<file path="src/rtl/serial_subtractor_if.sv">
// Purpose : start/result bundle between a requester and the bit-serial subtractor.
// Ports   : START, A, B from the requester; BUSY, DONE, D, BO, OV, ZERO from the subtractor.
// Flow    : START is a request, not a credit. It is ignored while BUSY is high.
interface serial_subtractor_if #(
  parameter int DATA_WIDTH = 32
);
  logic                  START;
  logic [DATA_WIDTH-1:0] A;
  logic [DATA_WIDTH-1:0] B;
  logic                  BUSY;
  logic                  DONE;
  logic [DATA_WIDTH-1:0] D;
  logic                  BO;
  logic                  OV;
  logic                  ZERO;

  // Requester side.
  modport master (
    output START, A, B,
    input  BUSY, DONE, D, BO, OV, ZERO
  );

  // Subtractor side.
  modport slave (
    input  START, A, B,
    output BUSY, DONE, D, BO, OV, ZERO
  );
endinterface

</file>
<file path="src/rtl/serial_subtractor.sv">
// Purpose : bit-serial D = A - B. One bit per cycle, LSB first, through a registered borrow.
// Latency : START in cycle 0 gives BUSY in cycles 1..DATA_WIDTH and a DONE pulse in cycle DATA_WIDTH+1.
// Backpr. : START is ignored while BUSY is high. It is accepted in IDLE or DONE, so held START chains operations.
// Ports   : CLK and RST (synchronous, active-high) are scalar ports. All other signals are on the bus (slave modport).
module serial_subtractor #(
  parameter int DATA_WIDTH = 32
) (
  input  logic                CLK,
  input  logic                RST,
  serial_subtractor_if.slave  bus
);

  localparam int CW = $clog2(DATA_WIDTH);

  typedef enum logic [1:0] {
    S_IDLE = 2'd0,
    S_RUN  = 2'd1,
    S_DONE = 2'd2
  } state_t;

  state_t                state_q;
  logic [DATA_WIDTH-1:0] a_q;
  logic [DATA_WIDTH-1:0] b_q;
  // Holds bits 0..DATA_WIDTH-2 of the difference. The final bit is
  // concatenated on the last RUN cycle, so no register bit is dead.
  logic [DATA_WIDTH-2:0] res_q;
  logic                  brw_q;
  logic [CW-1:0]         cnt_q;
  logic                  a_msb_q;
  logic                  b_msb_q;
  logic                  busy_q;
  logic                  done_q;
  logic [DATA_WIDTH-1:0] d_q;
  logic                  bo_q;
  logic                  ov_q;
  logic                  zero_q;

  logic                  d_bit;
  logic                  brw_d;
  logic [DATA_WIDTH-1:0] res_d;
  logic                  last_bit;
  logic                  ov_d;

  // One full-subtractor cell operating on the operand LSBs.
  always_comb begin
    d_bit    = a_q[0] ^ b_q[0] ^ brw_q;
    brw_d    = (~a_q[0] & b_q[0]) | (~(a_q[0] ^ b_q[0]) & brw_q);
    res_d    = {d_bit, res_q};
    last_bit = (cnt_q == CW'(DATA_WIDTH - 1));
    // Signed overflow only occurs when the operand signs differ.
    ov_d     = (a_msb_q != b_msb_q) && (res_d[DATA_WIDTH-1] != a_msb_q);
  end

  always_ff @(posedge CLK) begin
    if (RST) begin
      state_q <= S_IDLE;
      a_q     <= '0;
      b_q     <= '0;
      res_q   <= '0;
      brw_q   <= 1'b0;
      cnt_q   <= '0;
      a_msb_q <= 1'b0;
      b_msb_q <= 1'b0;
      busy_q  <= 1'b0;
      done_q  <= 1'b0;
      d_q     <= '0;
      bo_q    <= 1'b0;
      ov_q    <= 1'b0;
      zero_q  <= 1'b0;
    end else begin
      case (state_q)
        S_IDLE, S_DONE: begin
          done_q <= 1'b0;
          if (bus.START) begin
            a_q     <= bus.A;
            b_q     <= bus.B;
            a_msb_q <= bus.A[DATA_WIDTH-1];
            b_msb_q <= bus.B[DATA_WIDTH-1];
            brw_q   <= 1'b0;
            cnt_q   <= '0;
            busy_q  <= 1'b1;
            state_q <= S_RUN;
          end else begin
            busy_q  <= 1'b0;
            state_q <= S_IDLE;
          end
        end

        S_RUN: begin
          a_q   <= a_q >> 1;
          b_q   <= b_q >> 1;
          brw_q <= brw_d;
          res_q <= res_d[DATA_WIDTH-1:1];
          cnt_q <= cnt_q + 1'b1;
          if (last_bit) begin
            // The result registers change only here, on entry to DONE.
            busy_q  <= 1'b0;
            done_q  <= 1'b1;
            d_q     <= res_d;
            bo_q    <= brw_d;
            ov_q    <= ov_d;
            zero_q  <= (res_d == '0);
            state_q <= S_DONE;
          end
        end

        default: begin
          busy_q  <= 1'b0;
          done_q  <= 1'b0;
          state_q <= S_IDLE;
        end
      endcase
    end
  end

  assign bus.BUSY = busy_q;
  assign bus.DONE = done_q;
  assign bus.D    = d_q;
  assign bus.BO   = bo_q;
  assign bus.OV   = ov_q;
  assign bus.ZERO = zero_q;

endmodule

</file>
<file path="src/flat_wrapper.sv">
// flat-port wrapper written by rule: the top's interface ports become plain ports
module serial_subtractor_flat 
#(
  parameter int DATA_WIDTH = 32
)
  (CLK, RST, bus_START, bus_A, bus_B, bus_BUSY, bus_DONE, bus_D, bus_BO, bus_OV, bus_ZERO);
  serial_subtractor_if #(.DATA_WIDTH(DATA_WIDTH)) bus_i ();
  input  logic CLK;
  input  logic RST;
  input wire logic [$bits(bus_i.START)-1:0] bus_START;
  input wire logic [$bits(bus_i.A)-1:0] bus_A;
  input wire logic [$bits(bus_i.B)-1:0] bus_B;
  output wire logic [$bits(bus_i.BUSY)-1:0] bus_BUSY;
  output wire logic [$bits(bus_i.DONE)-1:0] bus_DONE;
  output wire logic [$bits(bus_i.D)-1:0] bus_D;
  output wire logic [$bits(bus_i.BO)-1:0] bus_BO;
  output wire logic [$bits(bus_i.OV)-1:0] bus_OV;
  output wire logic [$bits(bus_i.ZERO)-1:0] bus_ZERO;
  assign bus_i.START = bus_START;
  assign bus_i.A = bus_A;
  assign bus_i.B = bus_B;
  assign bus_BUSY = bus_i.BUSY;
  assign bus_DONE = bus_i.DONE;
  assign bus_D = bus_i.D;
  assign bus_BO = bus_i.BO;
  assign bus_OV = bus_i.OV;
  assign bus_ZERO = bus_i.ZERO;
  serial_subtractor #(.DATA_WIDTH(DATA_WIDTH)) u_core (.CLK(CLK), .RST(RST), .bus(bus_i));
endmodule
</file>
<file path="config.mk">
export PLATFORM = sky130hd
export DESIGN_NAME = serial_subtractor_flat
export DESIGN_NICKNAME = d
export VERILOG_FILES = /design/src/rtl/serial_subtractor_if.sv /design/src/rtl/serial_subtractor.sv /design/src/flat_wrapper.sv
export SDC_FILE = /design/constraint.sdc
export NUM_CORES = 1
export LEC_CHECK = 0
export ABC_CLOCK_PERIOD_IN_PS = 2200
export CAP_MARGIN = 15
export CORE_MARGIN = 1.5
export CORE_UTILIZATION = 51
export DETAILED_ROUTE_END_ITERATION = 16
export GPL_TIMING_DRIVEN = 1
export MAX_ROUTING_LAYER = met4
export PLACE_DENSITY = 0.78
export SLEW_MARGIN = 20
export SYNTH_ARGS = -nofsm -noshare
export SYNTH_HDL_FRONTEND = slang
export SYNTH_SLANG_ARGS = --single-unit
</file>
<file path="constraint.sdc">
create_clock -name CLK -period 2.2 [get_ports CLK]
set_input_delay 0.22 -clock CLK [delete_from_list [all_inputs] [get_ports CLK]]
set_output_delay 0.22 -clock CLK [all_outputs]
set_load 0.005 [all_outputs]
</file>
==> results of run 1 <==
## final timing paths
check	slack (ps)	from	endpoint	cells past startpoint
worst min register to register	460	u_core.b_q[26]	u_core.b_q[26]	2
worst max-delay path	320	u_core.brw_q	u_core.bus.ZERO	6
worst min-delay path	180	RST	u_core.cnt_q[4]	2
worst max register to register	320	u_core.brw_q	u_core.bus.ZERO	6
## logic make-up after synthesis
logic type,count (synthesis)
compound gates,202
mux,1
buf+inv,50
flops,142
simple gates,179
fa+ha+maj,3
## synth_stat cells
cell        n  area, um2
nor2_1     14       52.6
nand2b_1    3       18.8
buf_4       6       45.0
nor2_4      1       11.3
ha_1        2       25.0
a22o_1     30        263
mux2_1      1       11.3
nand2_1   140        526
nor2b_2     1       8.76
o21a_1      1       7.51
fa_1        1       20.0
nor4_1      7       43.8
and3_1      1       6.26
and2_1      1       6.26
o21ai_0     1       5.00
buf_6       6       67.6
buf_1       3       11.3
nor3b_2     1       12.5
nor3_1      4       20.0
clkbuf_1   11       41.3
inv_1       2       7.51
buf_2      22        110
dfxtp_1   142       2840
nand4_1     2       12.5
nor2_8      1       20.0
and2b_2     1       8.76
a22oi_1    64        480
a211oi_1    2       15.0
nand3_1     1       5.00
a21oi_1   104        521
nand3b_1    1       7.51
## power breakdown
| part | switching, mW | leakage (nW) | internal (mW) |
|---|---|---|---|
| Combinational | 0.267 | 1.01 | 0.230 |
| Clock | 1.10 | 0.270 | 1.63 |
| Sequential | 0.0513 | 1.16 | 2.66 |
| Total | 1.42 | 2.43 | 4.53 |
## per-layer routing
layer,up-vias,share of wire
met5,-,0
met4,0,0.013
met3,12,0.067
met2,148,0.50
met1,2070,0.42
li1,2206,-
## area by class of cell
cell class / instances / area [um2] / area share
clock inverters: 14 / 163 / 0.0237
flip-flops and latches: 142 / 2840 / 0.414
clock buffers: 18 / 418 / 0.0609
repair buffers: 113 / 1150 / 0.168
multi-input cells: 385 / 2110 / 0.308
inverters: 2 / 7.51 / 0.00109
well taps: 133 / 166 / 0.0242
## stage by stage
| stage | cells | utilization | instance area, um2 |
|---|---|---|---|
| after floorplan | 577 | - | 5230 |
| after global placement | 775 | 0.637 | 6280 |
| after detailed placement | 775 | 0.637 | 6280 |
| after CTS | 807 | 0.696 | 6860 |
| after global routing | 807 | 0.696 | 6860 |
| final | 807 | 0.696 | 6860 |
## sequential cells by signal (all words and copies together), names as in the netlist
register and flops:
u_core.a_msb_q 1, u_core.a_q 32, u_core.b_msb_q 1, u_core.b_q 32, u_core.brw_q 1, u_core.bus.BO 1, u_core.bus.BUSY 1, u_core.bus.D 32
u_core.bus.DONE 1, u_core.bus.OV 1, u_core.bus.ZERO 1, u_core.cnt_q 5, u_core.res_q 31, u_core.state_q 2
==> results by group, run 1 <==
Clock tree
  – Post_cts resized: 0
  – Worst-path clk slew: 60 ps
  – Longest Clk Path Bufs: 2
  – Root Buffer: clkbuf_8
  – Max H-tree Level: 4
  – CTS sink cnt: 142
  – CTS hold repair buffers: 0
  – CTS tree: done
  – Clock Latency Late Sink: 510 ps
  – Number of CTS-inserted buffers: 17
  – Post-CTS setup buffers: 0

Finish
  – Fillers: 769
  – Most common library cell in the layout ignoring fill and taps: dfxtp_1
  – Layout Nets: 731
  – Antenna cells: 0
  – Area Overhead vs Synth: 31.2%
  – Most frequent cells in the layout: 142 x dfxtp_1, 140 x nand2_1, 104 x a21oi_1
  – Fraction of layout cells with a size suffix above 1: 0.0697

STA
  – Final worst-path cycle share: 0.853
  – Setup violations, final: 0
  – RSZ-0062 raised after global routing: false
  – Worst-margin pin slew: 530 ps
  – Final hold vios: 0
  – Clock skew: 7.37 ps
  – Final Critical Period: 1880 ps
  – Max Fclk: 533 MHz
  – Final Worst Setup Slack: 324 ps
  – Hold WS: 182 ps
  – Max Slew Vio Count: 0
  – TNS Setup: 0 ps
  – Relative slew slack: 0.647

Worst setup path
  – Critical path buffers and inverters: 1
  – Crit Path Class: flip-flop to flip-flop
  – CP delay by family, top: simple AND/OR/NAND/NOR gates
  – CP Max Fanout: 5
  – WP data arrival: 2330 ps
  – Delay of the slowest critical-path stage: 560 ps
  – Setup crit start kind: flip-flop
  – CP Data Required Time: 2650 ps
  – Cell Chain, Critical Path: inv_1 -> fa_1 -> nor4_1 -> nand4_1 -> nor3_1 -> a22o_1
  – Slowest stage cell, crit path: fa_1
  – Crit. End Element: flip-flop

Place
  – Dpl ws: 344 ps
  – Post-detail-place hpwl: 7320 um
  – GPL Wtd Cong: 0.740
  – PortBufs: 103

Power and ir drop
  – Power, Total: 5.95 mW
  – Maximum VDD drop: just over 0.0006 V
  – Leak: 2.43 nW
  – Pwr Density: between 800 and 900 mW/mm2

Routing
  – 1st-iter DRT viols: 251
  – Average vias per placed instance: 5.50
  – Final ANT Viol Nets: 0
  – Routed WL: about 12000 um
  – Residual DRC: 0
  – WL/cell: 14.3 um
  – Vias: around 4400
  – DRT Pass-1 Iters: 5

Synthesis
  – Post-synthesis cell area: 0.00523 mm2
  – Syn nets: 647
  – Mean post-synth cell area: 9.07 um2
  – Post-synth cell types: 31
  – Synth Instances: approximately 580
  – Synth Area in Compound Gates: 0.247
  – Synth Area in Adders: 0.00861
  – Post-synthesis mux area share: 0.00215
  – Post-synthesis sequential area ratio: 0.543
  – Largest family of logic cells by synthesized area: compound AO/OA/AOI/OAI gates
  – XOR/XNOR Fraction of Synth Area: 0
  – Post-Synth Simple-Gate Area: 0.145
  – Yosys Warn Count: 0
  – #FFs+latches synth: around 140

Floorplanning
  – Die height: between 100 and 150 um
  – Cell row count: 36
  – Chip width: ~100 um
  – Initial Util: 0.530
  – IO Pins: around 100
  – Core Region: 0.00986 mm2
  – DIE AREA: 0.0109 mm2

Global routing
  – Total Routing Usage GR: 0.222
  – Busiest grt layer: met2
  – First-pass GRT wire length: between 15000 and 20000 um
  – Antenna violations before repair: 0
  – Total grt overflow: 0
  – Met1 Resource Use GR: 0.264
  – GRT met2 Usage: 0.363
  – Vias in the first global route: 4181
  – Met3 Use GR: 0.0620
  – Largest net degree at the start of global routing: around 80

Worst hold path
  – Hold Path Class: primary input to flip-flop

Status
  – Outcome: finished clean

Flow run
  – Max Cap Violations: 0
Note: power is estimated with default switching activity, not from simulation.
==> run 2, diff against run 1 <==
- CORE_ASPECT_RATIO: not set -> 0.9
- SLEW_MARGIN: 20 -> not set
==> results by group, run 2 (same netlist as run 1, synthesis figures left out) <==
Clock tree
  – CTS hold repair buffers: 0 (unchanged)
  – Longest Clk Path Bufs: 2 (unchanged)
  – Clock Latency Late Sink: 410 ps (-100 ps)
  – Number of CTS-inserted buffers: 17 (unchanged)
  – Post_cts resized: 0 (unchanged)
  – Post-CTS setup buffers: 0 (unchanged)
  – CTS tree: done
  – Worst-path clk slew: 60 ps (about the same)
  – Root Buffer: clkbuf_16
  – CTS sink cnt: 142 (unchanged)
  – Max H-tree Level: 4 (unchanged)

Place
  – GPL Wtd Cong: 0.743 (+0.47%)
  – PortBufs: 103 (unchanged)
  – DP Cell Count: 770 (-0.65%)
  – Post-detail-place hpwl: 7580 um (+3.5%)
  – Dpl ws: 381 ps (+37.5 ps)

Finish
  – Register Area: 0.00284 mm2 (unchanged)
  – Fraction of layout cells with a size suffix above 1: 0.0740 (+0.00423)
  – Multi-input gate area: 0.00211 mm2 (unchanged)
  – Fin cells: 802 (-0.62%)
  – Antenna cells: 0 (unchanged)
  – Layout Nets: 733 (+0.27%)
  – Fillers: 725 (-5.7%)
  – Most common library cell in the layout ignoring fill and taps: dfxtp_1
  – Most frequent cells in the layout: 142 x dfxtp_1, 140 x nand2_1, 104 x a21oi_1
  – Area Overhead vs Synth: 32.1%

STA
  – Final hold vios: 0 (unchanged)
  – TNS Setup: 0 ps (unchanged)
  – Final Worst Setup Slack: 354 ps (+29.6 ps)
  – Hold WS: 239 ps (+57.2 ps)
  – Setup violations, final: 0 (unchanged)
  – Clock skew: 7.54 ps (+0.173 ps)
  – RSZ-0062 raised after global routing: false
  – Final worst-path cycle share: 0.839 (-0.0134)
  – Relative slew slack: 0.633 (-0.0138)
  – Max Fclk: 542 MHz (+1.6%)
  – Final Critical Period: 1850 ps (-29.6 ps)
  – Max Slew Vio Count: 0 (unchanged)
  – Worst-margin pin slew: 546 ps (+15.7 ps)

Status
  – Outcome: finished clean

Flow run
  – Max Cap Violations: 0 (unchanged)

Floorplanning
  – Core Region: 0.00983 mm2 (-0.38%)
  – Initial Util: 0.532 (+0.00203)
  – Die height: 99.1 um (-5.0%)
  – Chip width: 110 um (+5.3%)
  – DIE AREA: 0.0109 mm2 (about the same)
  – IO Pins: 104 (unchanged)
  – Cell row count: 34 (-5.6%)

Global routing
  – Vias in the first global route: 4060 (-2.9%)
  – Met1 Resource Use GR: 0.282 (+0.0189)
  – Largest net degree at the start of global routing: 101 (+23%)
  – Met3 Use GR: 0.0623 (+0.000224)
  – First-pass GRT wire length: 18900 um (-1.8%)
  – Total Routing Usage GR: 0.228 (+0.00643)
  – Antenna violations before repair: 0 (unchanged)
  – Total grt overflow: 0 (unchanged)
  – Busiest grt layer: met2
  – GRT met2 Usage: 0.357 (-0.00635)

Worst setup path
  – Slowest stage cell, crit path: dfxtp_1
  – Delay of the slowest critical-path stage: 380 ps (-180 ps)
  – Setup crit start kind: flip-flop
  – CP dominant cell by count: ha_1
  – Crit Path Class: flip-flop to flip-flop
  – Cell Chain, Critical Path: ha_1 -> and3_1 -> ha_1 -> and2_1 -> nor2_4 -> buf_4 -> a22o_1
  – CP delay by family, top: adder cells
  – Critical path buffers and inverters: 1 (unchanged)
  – WP data arrival: 2140 ps (-190 ps)
  – CP Data Required Time: 2500 ps (-150 ps)
  – CP Max Fanout: 30 (+25)
  – Crit. End Element: flip-flop

Power and ir drop
  – Power, Total: 6.29 mW (+5.7%)
  – Leak: 2.47 nW (+1.8%)
  – Maximum VDD drop: 0.000637 V (+4.7%)
  – Pwr Density: 910 mW/mm2 (+4.9%)

Routing
  – 1st-iter DRT viols: 273 (+8.8%)
  – Routed WL: 11700 um (+0.92%)
  – Final ANT Viol Nets: 0 (unchanged)
  – Vias: 4461 (+0.56%)
  – WL/cell: 14.5 um (+1.5%)
  – Average vias per placed instance: 5.56 (+1.2%)
  – Residual DRC: 0 (unchanged)
  – DRT Pass-1 Iters: 5 (unchanged)

Worst hold path
  – Hold Path Class: primary input to flip-flop
[run 2: cell count changes in the layout (fill, tap and decap cells not counted), sizes merged]
cell | previous run | this run
inv | 5 | 3
bufinv | 2 | 4
buf | 11 | 13
clkinvlp | 4 | 2
clkbuf | 18 | 20
[run 2: per-stage QoR]
step,utilization,instance area [um2]
after detailed placement,0.637,6260
after CTS,0.704,6910
after floorplan,-,5230
after global routing,0.704,6910
after global placement,0.637,6260
final,0.704,6910
[run 2: area by class of cell]
| class | count | share of cell area |
|---|---|---|
| Clock buffer | 20 | 0.0675 |
| Clock inverter | 12 | 0.0266 |
| Inverter | 2 | 0.00109 |
| Multi-Input combinational cell | 385 | 0.305 |
| Sequential cell | 142 | 0.411 |
| Tap cell | 126 | 0.0228 |
| Timing Repair Buffer | 115 | 0.165 |
[run 2: path summary, 6_finish.rpt]
kind	from	endpoint	slack [ps]	cells after the start
setup / recovery	u_core.cnt_q[1]	u_core.bus.D[28]	350	7
hold / removal	RST	u_core.res_q[13]	240	2
setup reg to reg	u_core.cnt_q[1]	u_core.bus.D[28]	350	7
hold reg to reg	u_core.a_q[26]	u_core.a_q[26]	460	2
[run 2: per-layer routing]
layer	part of all wire	vias to the layer above
li1	-	2219
met1	0.44	2088
met2	0.49	138
met3	0.059	16
met4	0.013	0
met5	0	-
[run 2: worst reg2reg max path: stages, from the launching register on]
cell and delay [ps]:
dfxtp_1 380, ha_1 220, and3_1 170, ha_1 210, and2_1 210, nor2_4 40
buf_4 240, a22o_1 280
[run 2: report_power, final]
| part | internal, mW | switching [mW] |
|---|---|---|
| clock network | 2.00 | 1.09 |
| registers | 2.67 | 0.0518 |
| logic | 0.227 | 0.268 |
